**src/rtl/simplespi_pkg.sv**
```systemverilog
// simplespi_pkg
//   Shared definitions for the simplespi_target SPI endpoint. It holds the
//   state encoding, the bit positions in the status/control register, the
//   byte driven on MISO when no TX data is queued, and the idle levels that
//   the pin synchronizers reset to.
package simplespi_pkg;

    typedef enum logic {
        ST_IDLE   = 1'b0,
        ST_ACTIVE = 1'b1
    } state_t;

    localparam int CONF_RX_VALID = 0;
    localparam int CONF_TX_FULL  = 1;
    localparam int CONF_OVERRUN  = 2;
    localparam int CONF_UNDERRUN = 3;
    localparam int CONF_ACTIVE   = 4;
    localparam int CONF_IRQ_EN   = 5;

    localparam logic [7:0] FILL_BYTE = 8'hFF;

    // Pin levels of an idle, deselected bus
    localparam logic SCK_RST  = 1'b0;
    localparam logic CS_N_RST = 1'b1;
    localparam logic MOSI_RST = 1'b1;

endpackage

```
**src/rtl/simplespi_target_if.sv**
```systemverilog
// simplespi_target_if
//   PicoSoC register-bus connection of simplespi_target.
//   reg_conf_we/di/do : status/control register (byte enables, write data, read value)
//   reg_dat_we/di     : TX byte write strobe and data ([7:0] used)
//   reg_dat_re/do     : RX byte pop strobe and read data
//   The master modport is the CPU side, the slave modport the endpoint.
interface simplespi_target_if;

    logic [3:0]  reg_conf_we;
    logic [31:0] reg_conf_di;
    logic [31:0] reg_conf_do;
    logic        reg_dat_we;
    logic        reg_dat_re;
    logic [31:0] reg_dat_di;
    logic [31:0] reg_dat_do;

    modport master (
        output reg_conf_we, reg_conf_di, reg_dat_we, reg_dat_re, reg_dat_di,
        input  reg_conf_do, reg_dat_do
    );

    modport slave (
        input  reg_conf_we, reg_conf_di, reg_dat_we, reg_dat_re, reg_dat_di,
        output reg_conf_do, reg_dat_do
    );

endinterface

```
**src/rtl/spi_sync_edge.sv**
```systemverilog
// spi_sync_edge
//   Brings one asynchronous SPI pin into the clk domain through SYNC_STAGES
//   flops, followed by one history flop used for edge detection.
//   Parameters: SYNC_STAGES (>= 2), RST_VAL (idle level of the pin)
//   clk, resetn : system clock, synchronous active-low reset
//   din         : raw pin
//   level       : synchronized level (last synchronizer flop)
//   rise, fall  : one-cycle pulses from the last synchronizer flop vs history
module spi_sync_edge #(
    parameter int   SYNC_STAGES = 2,
    parameter logic RST_VAL     = 1'b0
) (
    input  logic clk,
    input  logic resetn,
    input  logic din,
    output logic level,
    output logic rise,
    output logic fall
);

    if (SYNC_STAGES < 2) begin : g_bad_stages
        $error("spi_sync_edge: SYNC_STAGES must be at least 2");
    end

    logic [SYNC_STAGES-1:0] chain;
    logic                   hist;

    always_ff @(posedge clk) begin
        if (!resetn) begin
            chain <= {SYNC_STAGES{RST_VAL}};
            hist  <= RST_VAL;
        end else begin
            chain <= {chain[SYNC_STAGES-2:0], din};
            hist  <= chain[SYNC_STAGES-1];
        end
    end

    assign level = chain[SYNC_STAGES-1];
    assign rise  = chain[SYNC_STAGES-1] & ~hist;
    assign fall  = ~chain[SYNC_STAGES-1] & hist;

endmodule

```
**src/rtl/simplespi_target.sv**
```systemverilog
// simplespi_target
//   SPI target endpoint (mode 0, MSB first, 8-bit frames). All SPI pins are
//   oversampled in clk, so there is no SCK clock domain. Received bytes are
//   held in a one-deep RX buffer; one queued TX byte is sent per frame byte,
//   with 8'hFF (and the underrun flag) when none is queued.
//   Build option: SIMPLESPI_TARGET_IRQ_EN adds the irq port and the irq_en bit.
//   clk, resetn          : system clock, synchronous active-low reset
//   spi_sck/cs_n/mosi    : asynchronous SPI pins from the master
//   spi_miso, spi_miso_oe: MISO data and its output enable (high while selected)
//   bus                  : register bus (status/control and data registers)
//   irq                  : level interrupt (only with SIMPLESPI_TARGET_IRQ_EN)
module simplespi_target
    import simplespi_pkg::*;
#(
    parameter int SYNC_STAGES = 2
) (
    input  logic clk,
    input  logic resetn,
    input  logic spi_sck,
    input  logic spi_cs_n,
    input  logic spi_mosi,
    output logic spi_miso,
    output logic spi_miso_oe,
`ifdef SIMPLESPI_TARGET_IRQ_EN
    output logic irq,
`endif
    simplespi_target_if.slave bus
);

    logic sck_level, sck_rise, sck_fall;
    logic cs_level, cs_rise, cs_fall;
    logic mosi_s, mosi_rise, mosi_fall;

    spi_sync_edge #(.SYNC_STAGES(SYNC_STAGES), .RST_VAL(SCK_RST)) u_sync_sck (
        .clk(clk), .resetn(resetn), .din(spi_sck),
        .level(sck_level), .rise(sck_rise), .fall(sck_fall)
    );

    spi_sync_edge #(.SYNC_STAGES(SYNC_STAGES), .RST_VAL(CS_N_RST)) u_sync_cs (
        .clk(clk), .resetn(resetn), .din(spi_cs_n),
        .level(cs_level), .rise(cs_rise), .fall(cs_fall)
    );

    spi_sync_edge #(.SYNC_STAGES(SYNC_STAGES), .RST_VAL(MOSI_RST)) u_sync_mosi (
        .clk(clk), .resetn(resetn), .din(spi_mosi),
        .level(mosi_s), .rise(mosi_rise), .fall(mosi_fall)
    );

    state_t state_q, state_d;

    logic [2:0] bitcnt;
    logic [7:0] rx_shift, rx_buf, tx_shift, tx_buf;
    logic       rx_valid, tx_full, overrun, underrun, irq_en;

    logic enter, leave, shift_in, shift_out, load_next, load;
    logic byte_done, conf_wr;
    logic [7:0] byte_val;

    // ---------------- FSM ----------------
    always_ff @(posedge clk) begin
        if (!resetn) state_q <= ST_IDLE;
        else         state_q <= state_d;
    end

    always_comb begin
        state_d = state_q;
        case (state_q)
            ST_IDLE:   if (cs_fall) state_d = ST_ACTIVE;
            ST_ACTIVE: if (cs_rise) state_d = ST_IDLE;
            default:   state_d = ST_IDLE;
        endcase
    end

    // Deselect takes priority over any SCK edge seen in the same cycle.
    always_comb begin
        enter     = 1'b0;
        leave     = 1'b0;
        shift_in  = 1'b0;
        shift_out = 1'b0;
        load_next = 1'b0;
        case (state_q)
            ST_IDLE: enter = cs_fall;
            ST_ACTIVE: begin
                if (cs_rise) begin
                    leave = 1'b1;
                end else begin
                    shift_in = sck_rise;
                    if (sck_fall) begin
                        if (bitcnt == 3'd0) load_next = 1'b1;
                        else                shift_out = 1'b1;
                    end
                end
            end
            default: ;
        endcase
    end

    assign load      = enter | load_next;
    assign byte_val  = {rx_shift[6:0], mosi_s};
    assign byte_done = shift_in & (bitcnt == 3'd7);
    assign conf_wr   = bus.reg_conf_we[0];

    // ---------------- SPI shift path ----------------
    always_ff @(posedge clk) begin
        if (!resetn) begin
            bitcnt      <= 3'd0;
            rx_shift    <= 8'd0;
            spi_miso_oe <= 1'b0;
        end else if (enter) begin
            bitcnt      <= 3'd0;
            spi_miso_oe <= 1'b1;
        end else if (leave) begin
            bitcnt      <= 3'd0;
            rx_shift    <= 8'd0;
            spi_miso_oe <= 1'b0;
        end else if (shift_in) begin
            bitcnt      <= bitcnt + 3'd1;
            rx_shift    <= byte_val;
        end
    end

    // Bits shifted out are back-filled with 1 so an idle MISO reads high.
    always_ff @(posedge clk) begin
        if (!resetn) begin
            tx_shift <= FILL_BYTE;
        end else if (load) begin
            tx_shift <= tx_full ? tx_buf : FILL_BYTE;
        end else if (leave) begin
            tx_shift <= FILL_BYTE;
        end else if (shift_out) begin
            tx_shift <= {tx_shift[6:0], 1'b1};
        end
    end

    assign spi_miso = tx_shift[7];

    // ---------------- TX buffer ----------------
    // A load only consumes a full buffer and a write only fills an empty one,
    // so the two never fight over tx_full.
    always_ff @(posedge clk) begin
        if (!resetn) begin
            tx_buf  <= 8'd0;
            tx_full <= 1'b0;
        end else if (load && tx_full) begin
            tx_full <= 1'b0;
        end else if (bus.reg_dat_we && !tx_full) begin
            tx_buf  <= bus.reg_dat_di[7:0];
            tx_full <= 1'b1;
        end
    end

    // ---------------- RX buffer ----------------
    always_ff @(posedge clk) begin
        if (!resetn) begin
            rx_buf   <= 8'd0;
            rx_valid <= 1'b0;
        end else if (byte_done) begin
            rx_buf   <= byte_val;
            rx_valid <= 1'b1;
        end else if (bus.reg_dat_re) begin
            rx_valid <= 1'b0;
        end
    end

    // ---------------- sticky flags (set wins over W1C) ----------------
    always_ff @(posedge clk) begin
        if (!resetn) begin
            overrun  <= 1'b0;
            underrun <= 1'b0;
        end else begin
            overrun  <= (byte_done & rx_valid & ~bus.reg_dat_re) |
                        (overrun & ~(conf_wr & bus.reg_conf_di[CONF_OVERRUN]));
            underrun <= (load & ~tx_full) |
                        (underrun & ~(conf_wr & bus.reg_conf_di[CONF_UNDERRUN]));
        end
    end

`ifdef SIMPLESPI_TARGET_IRQ_EN
    always_ff @(posedge clk) begin
        if (!resetn)      irq_en <= 1'b0;
        else if (conf_wr) irq_en <= bus.reg_conf_di[CONF_IRQ_EN];
    end

    always_ff @(posedge clk) begin
        if (!resetn) irq <= 1'b0;
        else         irq <= irq_en & (rx_valid | overrun | underrun);
    end
`else
    assign irq_en = 1'b0;
`endif

    // ---------------- register read path ----------------
    always_comb begin
        bus.reg_conf_do                = 32'd0;
        bus.reg_conf_do[CONF_RX_VALID] = rx_valid;
        bus.reg_conf_do[CONF_TX_FULL]  = tx_full;
        bus.reg_conf_do[CONF_OVERRUN]  = overrun;
        bus.reg_conf_do[CONF_UNDERRUN] = underrun;
        bus.reg_conf_do[CONF_ACTIVE]   = (state_q == ST_ACTIVE);
        bus.reg_conf_do[CONF_IRQ_EN]   = irq_en;
    end

    assign bus.reg_dat_do = rx_valid ? {24'd0, rx_buf} : 32'hFFFF_FFFF;

    // Pins and bus bits this block does not look at
    logic unused_ok;
    assign unused_ok = ^{sck_level, cs_level, mosi_rise, mosi_fall,
                         bus.reg_conf_we, bus.reg_conf_di, bus.reg_dat_di};

endmodule

```
**src/flat_wrapper.sv**
```systemverilog
// flat-port wrapper written by rule: the top's interface ports become plain ports
module simplespi_target_flat import simplespi_pkg::*;
#(
    parameter int SYNC_STAGES = 2
)
  (clk, resetn, spi_sck, spi_cs_n, spi_mosi, spi_miso, spi_miso_oe, bus_reg_conf_we, bus_reg_conf_di, bus_reg_dat_we, bus_reg_dat_re, bus_reg_dat_di, bus_reg_conf_do, bus_reg_dat_do);
  simplespi_target_if bus_i ();
  input  logic clk;
  input  logic resetn;
  input  logic spi_sck;
  input  logic spi_cs_n;
  input  logic spi_mosi;
  output logic spi_miso;
  output logic spi_miso_oe;
  input wire logic [$bits(bus_i.reg_conf_we)-1:0] bus_reg_conf_we;
  input wire logic [$bits(bus_i.reg_conf_di)-1:0] bus_reg_conf_di;
  input wire logic [$bits(bus_i.reg_dat_we)-1:0] bus_reg_dat_we;
  input wire logic [$bits(bus_i.reg_dat_re)-1:0] bus_reg_dat_re;
  input wire logic [$bits(bus_i.reg_dat_di)-1:0] bus_reg_dat_di;
  output wire logic [$bits(bus_i.reg_conf_do)-1:0] bus_reg_conf_do;
  output wire logic [$bits(bus_i.reg_dat_do)-1:0] bus_reg_dat_do;
  assign bus_i.reg_conf_we = bus_reg_conf_we;
  assign bus_i.reg_conf_di = bus_reg_conf_di;
  assign bus_i.reg_dat_we = bus_reg_dat_we;
  assign bus_i.reg_dat_re = bus_reg_dat_re;
  assign bus_i.reg_dat_di = bus_reg_dat_di;
  assign bus_reg_conf_do = bus_i.reg_conf_do;
  assign bus_reg_dat_do = bus_i.reg_dat_do;
  simplespi_target #(.SYNC_STAGES(SYNC_STAGES)) u_core (.clk(clk), .resetn(resetn), .spi_sck(spi_sck), .spi_cs_n(spi_cs_n), .spi_mosi(spi_mosi), .spi_miso(spi_miso), .spi_miso_oe(spi_miso_oe), .bus(bus_i));
endmodule
```
**config.mk**
```make
export PLATFORM = sky130hd
export DESIGN_NAME = simplespi_target_flat
export DESIGN_NICKNAME = d
export VERILOG_FILES = /design/src/rtl/simplespi_pkg.sv /design/src/rtl/simplespi_target_if.sv /design/src/rtl/spi_sync_edge.sv /design/src/rtl/simplespi_target.sv /design/src/flat_wrapper.sv
export SDC_FILE = /design/constraint.sdc
export NUM_CORES = 1
export LEC_CHECK = 0
export ABC_AREA = 1
export CAP_MARGIN = 20
export CORE_MARGIN = 3
export CORE_UTILIZATION = 39
export DETAILED_ROUTE_END_ITERATION = 8
export GPL_ROUTABILITY_DRIVEN = 0
export PLACE_DENSITY = 0.9
export SLEW_MARGIN = 20
export SYNTH_ARGS = -nofsm -noshare
export SYNTH_HDL_FRONTEND = slang
export SYNTH_SLANG_ARGS = --single-unit
```
**constraint.sdc**
```tcl
create_clock -name clk -period 1.6 [get_ports clk]
set_input_delay 0.4 -clock clk [delete_from_list [all_inputs] [get_ports clk]]
set_output_delay 0.4 -clock clk [all_outputs]
set_load 0.03 [all_outputs]
```
Word-level counts from Yosys, hierarchy flattened:

Index checks and enable logic that the tools add are counted.

* bits of input ports: 75
* output and inout bits: 66
* word-level logic and storage cells: 84
* register bits after elaboration: 48

* add/sub/neg operators: 1
* muxes and demuxes: 27
* reduce and logical (&&, ||, !) cells: 12
* bitwise operators: 27
* eq/ne operators: 1

Operator list (number)
* $mux W32: 1
* $mux W8: 4
* $mux W1: 19
* $mux W7: 2
* $and A1 B1 Y1: 12
* $not A1 Y1: 12
* $reduce_bool A2 Y1: 3
* $reduce_and A2 Y1: 2
* $add A3 B1 Y3 const B: 1
* $eq A3 B3 Y1 const B: 1
* $logic_not A3 Y1: 1
* $or A1 B1 Y1: 3
* $reduce_bool A3 Y1: 1
* $reduce_or A3 Y1: 1
* $logic_and A1 B1 Y1: 2
* $pmux W1 S2: 1
* $reduce_or A2 Y1: 1
* $logic_not A1 Y1: 1

Longest topological paths before layout:

* depth in word-level cells: 9
* gate-level depth with buffers: 12
* depth with buffers taken out: 11

Modules after synthesis:

From an unflattened synthesis, not the netlist that was laid out.

* cell total of the unflattened synthesis: 350
* area, all modules: 2524.9 µm²

Modules (own cells, without submodules)
* simplespi_target: area each 2237.1 µm², times used 1, cells an instance 313
* spi_sync_edge at u_core.u_sync_cs ...: area each 93.8 µm², times used 2, cells an instance 12
* spi_sync_edge at u_core.u_sync_sck: area each 100.1 µm², times used 1, cells an instance 13

Worst setup path after synthesis:

Ideal clock, no wire load.

* path kind: register -> output
* start: register u_core.rx_valid
* end: output port bus_reg_dat_do[10]
* arrival: 1.298 ns
* cell stages (with the launch flop): 4
* path buffers: 2
* slack: -0.098 ns
* path through: dfxtp_1 > clkbuf_1 > inv_1 > buf_4

* word-level cells in the longest chain between the ends: 1

Ends and longest elaborated chain
* start, declared: RTL line simplespi_target.sv:53 `logic rx_valid, tx_full, overrun, underrun, irq_en;`
* start signal, assigned: RTL line simplespi_target.sv:156 `rx_valid <= 1'b0;`
* start signal, assigned: RTL line simplespi_target.sv:159 `rx_valid <= 1'b1;`
* start signal, assigned: RTL line simplespi_target.sv:161 `rx_valid <= 1'b0;`
* $mux W32: RTL line simplespi_target.sv:203 `assign bus.reg_dat_do = rx_valid ? {24'd0, rx_buf} : 32'hFFFF_FFFF;`
* end, declared: RTL line flat_wrapper.sv:21 `output wire logic [$bits(bus_i.reg_dat_do)-1:0] bus_reg_dat_do;`

Every way passes these cells.

Worst setup path in the final report:

* start: register u_core.rx_valid
* end: output port bus_reg_dat_do[19]

Same word-level chain as after synthesis.

==> reports/metrics.csv <==
stage;metric;value;unit
worst_hold_path;hold_depth;2;
place;dp_hpwl;3540;um
finish;antennaDiodeCount;0;
place;placedCellCount;445;
worst_setup_path;crit_path_start_kind;flip-flop;
clock_tree;clk_pin_slew;0.08;ns
synth;synthCells;343;
run_status;status;completed;
routing;wl_per_cell;10.4;um
finish;stdcell_area;2870;um2
worst_setup_path;r2r_setup_slack;0.17;ns
finish;final_cell_count_no_fill;453;
routing;top_layer_used;met4;
clock_tree;post_cts_buffers;0;
routing;routedLengthMet1;2020;um
worst_setup_path;slowest_delay;0.36;ns
sta;finalMaxSlewViolations;0;
synth;synth_area;2530;um2
worst_setup_path;critPathKind;flip-flop to primary output;
global_routing;grt_use_total;0.128;
finish;fill_cells;611;
synth;synth_flop_cell;dfxtp_1;
global_routing;grt_max_degree;25;
finish;layout_commonest_cell;nand2_1;
die;rows;28;
worst_hold_path;hold_path_class;flip-flop to flip-flop;
sta;finalHoldViolCount;0;
clock_tree;htree_levels;2;
clock_tree;root_buffer;clkbuf_8;
synth;synth_seq_area_share;0.380;
routing;dr_wl_met2;2260;um
sta;rsz0062_at_grt;false;
die;fp.dieW;86.5;um
routing;wirelength;4700;um
clock_tree;numCtsBuffers;5;
worst_setup_path;cp_top_family;buffers and inverters;
sta;setup_ws;0.109;ns
worst_setup_path;path_buf_inv;3;
sta;finalCritPeriodShare;0.932;
finish;synthToLayoutAreaGrowth;13.7;%
power;p_total;2.63;mW
synth;synth_cell_types;23;
finish;fin_nets;455;
synth;async_flop_share;0;
synth;synth_edf_count;0;
global_routing;antenna_found_initial;0;
sta;fin_crit;1.49;ns
routing;ant_nets;0;
synth;ys_seq_elements;48;
run;drv_cap;0;
power;power_density;914;nW/um2
routing;drcViolationCount;0;
global_routing;grt_pass1_wl;7870;um
worst_setup_path;cp_data_arrival_time;1.09;ns
worst_setup_path;required;1.20;ns
global_routing;grt_pass1_vias;1834;
routing;met3_length;377;um
clock_tree;cts_tree;done;
worst_setup_path;cp-end-kind;primary output;
die;dieArea;7490;um2
routing;drtPass1Iterations;4;
place;port_buffers;56;
power;leakagePower;1.39;nW
synth;yosys.area.top_type;dfxtp_1;
clock_tree;cts_sinks;48;
synth;syn_avg_cell_area;7.37;um2
synth;synth_area_leaders;dfxtp_1 38%, buf_4 16%, nand2_1 12%;
worst_setup_path;critPathSlowestCell;dfxtp_2;
sta;skew;0.00637;ns
die;io_pins;141;
routing;via_per_inst;4.39;
finish;mostFrequentLayoutCells;81 x nand2_1, 47 x dfxtp_1, 45 x inv_1;
routing;drt_iter0_markers;69;
clock_tree;clk_path_buf_depth;2;
finish;drive_above_1_share;0.185;
sta;timing.fmax;671;MHz
routing;vias;1990;
power;peakVddDrop;633;uV
worst_setup_path;crit_path_cell_trace;clkinvlp_4, buf_12, buf_2;
place;dp_slack;-0.0505;ns
clock_tree;clock_latency;0.30;ns
die;die_y;86.5;um
sta;setup_violations;0;
worst_setup_path;crit_cells;3;
synth;synth_top_area_frac;0.380;
worst_setup_path;worstRegToRegCells;11;
die;start_util;0.415;
die;core-area;6100;um2
sta;fin_hold_ws;0.417;ns
place;dpl_cell_area;2870;um2
synth;yosys_warnings;0;
worst_setup_path;crit_fanout;24;
global_routing;grt_overflow;0;
## tightest hold or removal path, delay by kind of cell, from the launching register on
family | cells | cell delay [ns]
flip-flops | 1 | 0.31
AND/OR/NAND/NOR | 1 | 0.05
buffers and inverters | 1 | 0.04
## synth_stat cells (2+ instances only)
master	n
or2_2	4
nor2_1	14
nand2_2	4
nand2_8	2
nand2_4	2
clkbuf_1	5
dfxtp_1	48
a211oi_1	2
buf_4	55
o21ai_0	16
nand2_1	82
buf_6	4
ha_1	3
a21oi_1	27
nand3_1	22
inv_1	46
## metrics by stage
step	utilization	setup TNS [ns]
floorplan	-	0
global placement	0.470	-0.300
detailed placement	0.470	-1.03
CTS	0.471	-0.0153
global route	0.471	0
finish	0.471	0
## report_power, final
part / internal [mW] / leakage, nW / total [mW] / switching (mW)
clock: 0.551 / 0.0645 / 0.949 / 0.397
sequential: 1.25 / 0.393 / 1.27 / 0.0263
combinational: 0.138 / 0.937 / 0.406 / 0.267
## path summary, 6_finish.rpt
kind	to	startpoint
worst min register to register	u_core.u_sync_sck.chain[1]	u_core.u_sync_sck.chain[0]
worst min-delay path	u_core.u_sync_sck.chain[1]	u_core.u_sync_sck.chain[0]
worst max register to register	u_core.tx_shift[2]	u_core.bitcnt[0]
worst max-delay path	bus_reg_dat_do[19]	u_core.rx_valid
## kinds of logic after synthesis
kind of cell,synth area share
flip-flops,0.380
other,0.00148
AND/OR/NAND/NOR,0.245
buffers and inverters,0.259
adder cells (fa/ha/maj),0.0148
AO/OA/AOI/OAI,0.0995
## layout make-up
class                           count  area [um2]  area share
Clock buffer                        7        96.3      0.0335
Clock inverter                      1        30.0      0.0104
Inverter                           46         176      0.0614
Multi-Input combinational cell    210        1020       0.354
Sequential cell                    48         962       0.335
Tap cell                           75        93.8      0.0327
Timing Repair Buffer               66         497       0.173
## registers in the layout, indices dropped and copies added (netlist names), 2 cells and up
name and flops:
u_core.bitcnt 3, u_core.u_sync_mosi.chain 2, u_core.tx_shift 8, u_core.u_sync_sck.chain 2
u_core.u_sync_cs.chain 2, u_core.tx_buf 8, u_core.rx_buf 8, u_core.rx_shift 7
## layer usage
layer / GRT usage / up-vias
li1: - / 1045
met1: 0.147 / 875
met2: 0.229 / 64
met3: 0.0380 / 6
met4: 0.0397 / 0
met5: 0 / -
## what timing repair did
action / in CTS / in global routing
resized for setup: 124 / 4
hold buffers: 0 / 0
setup endpoints to repair: 29 / 5
Power figures use the tool's default switching activity.
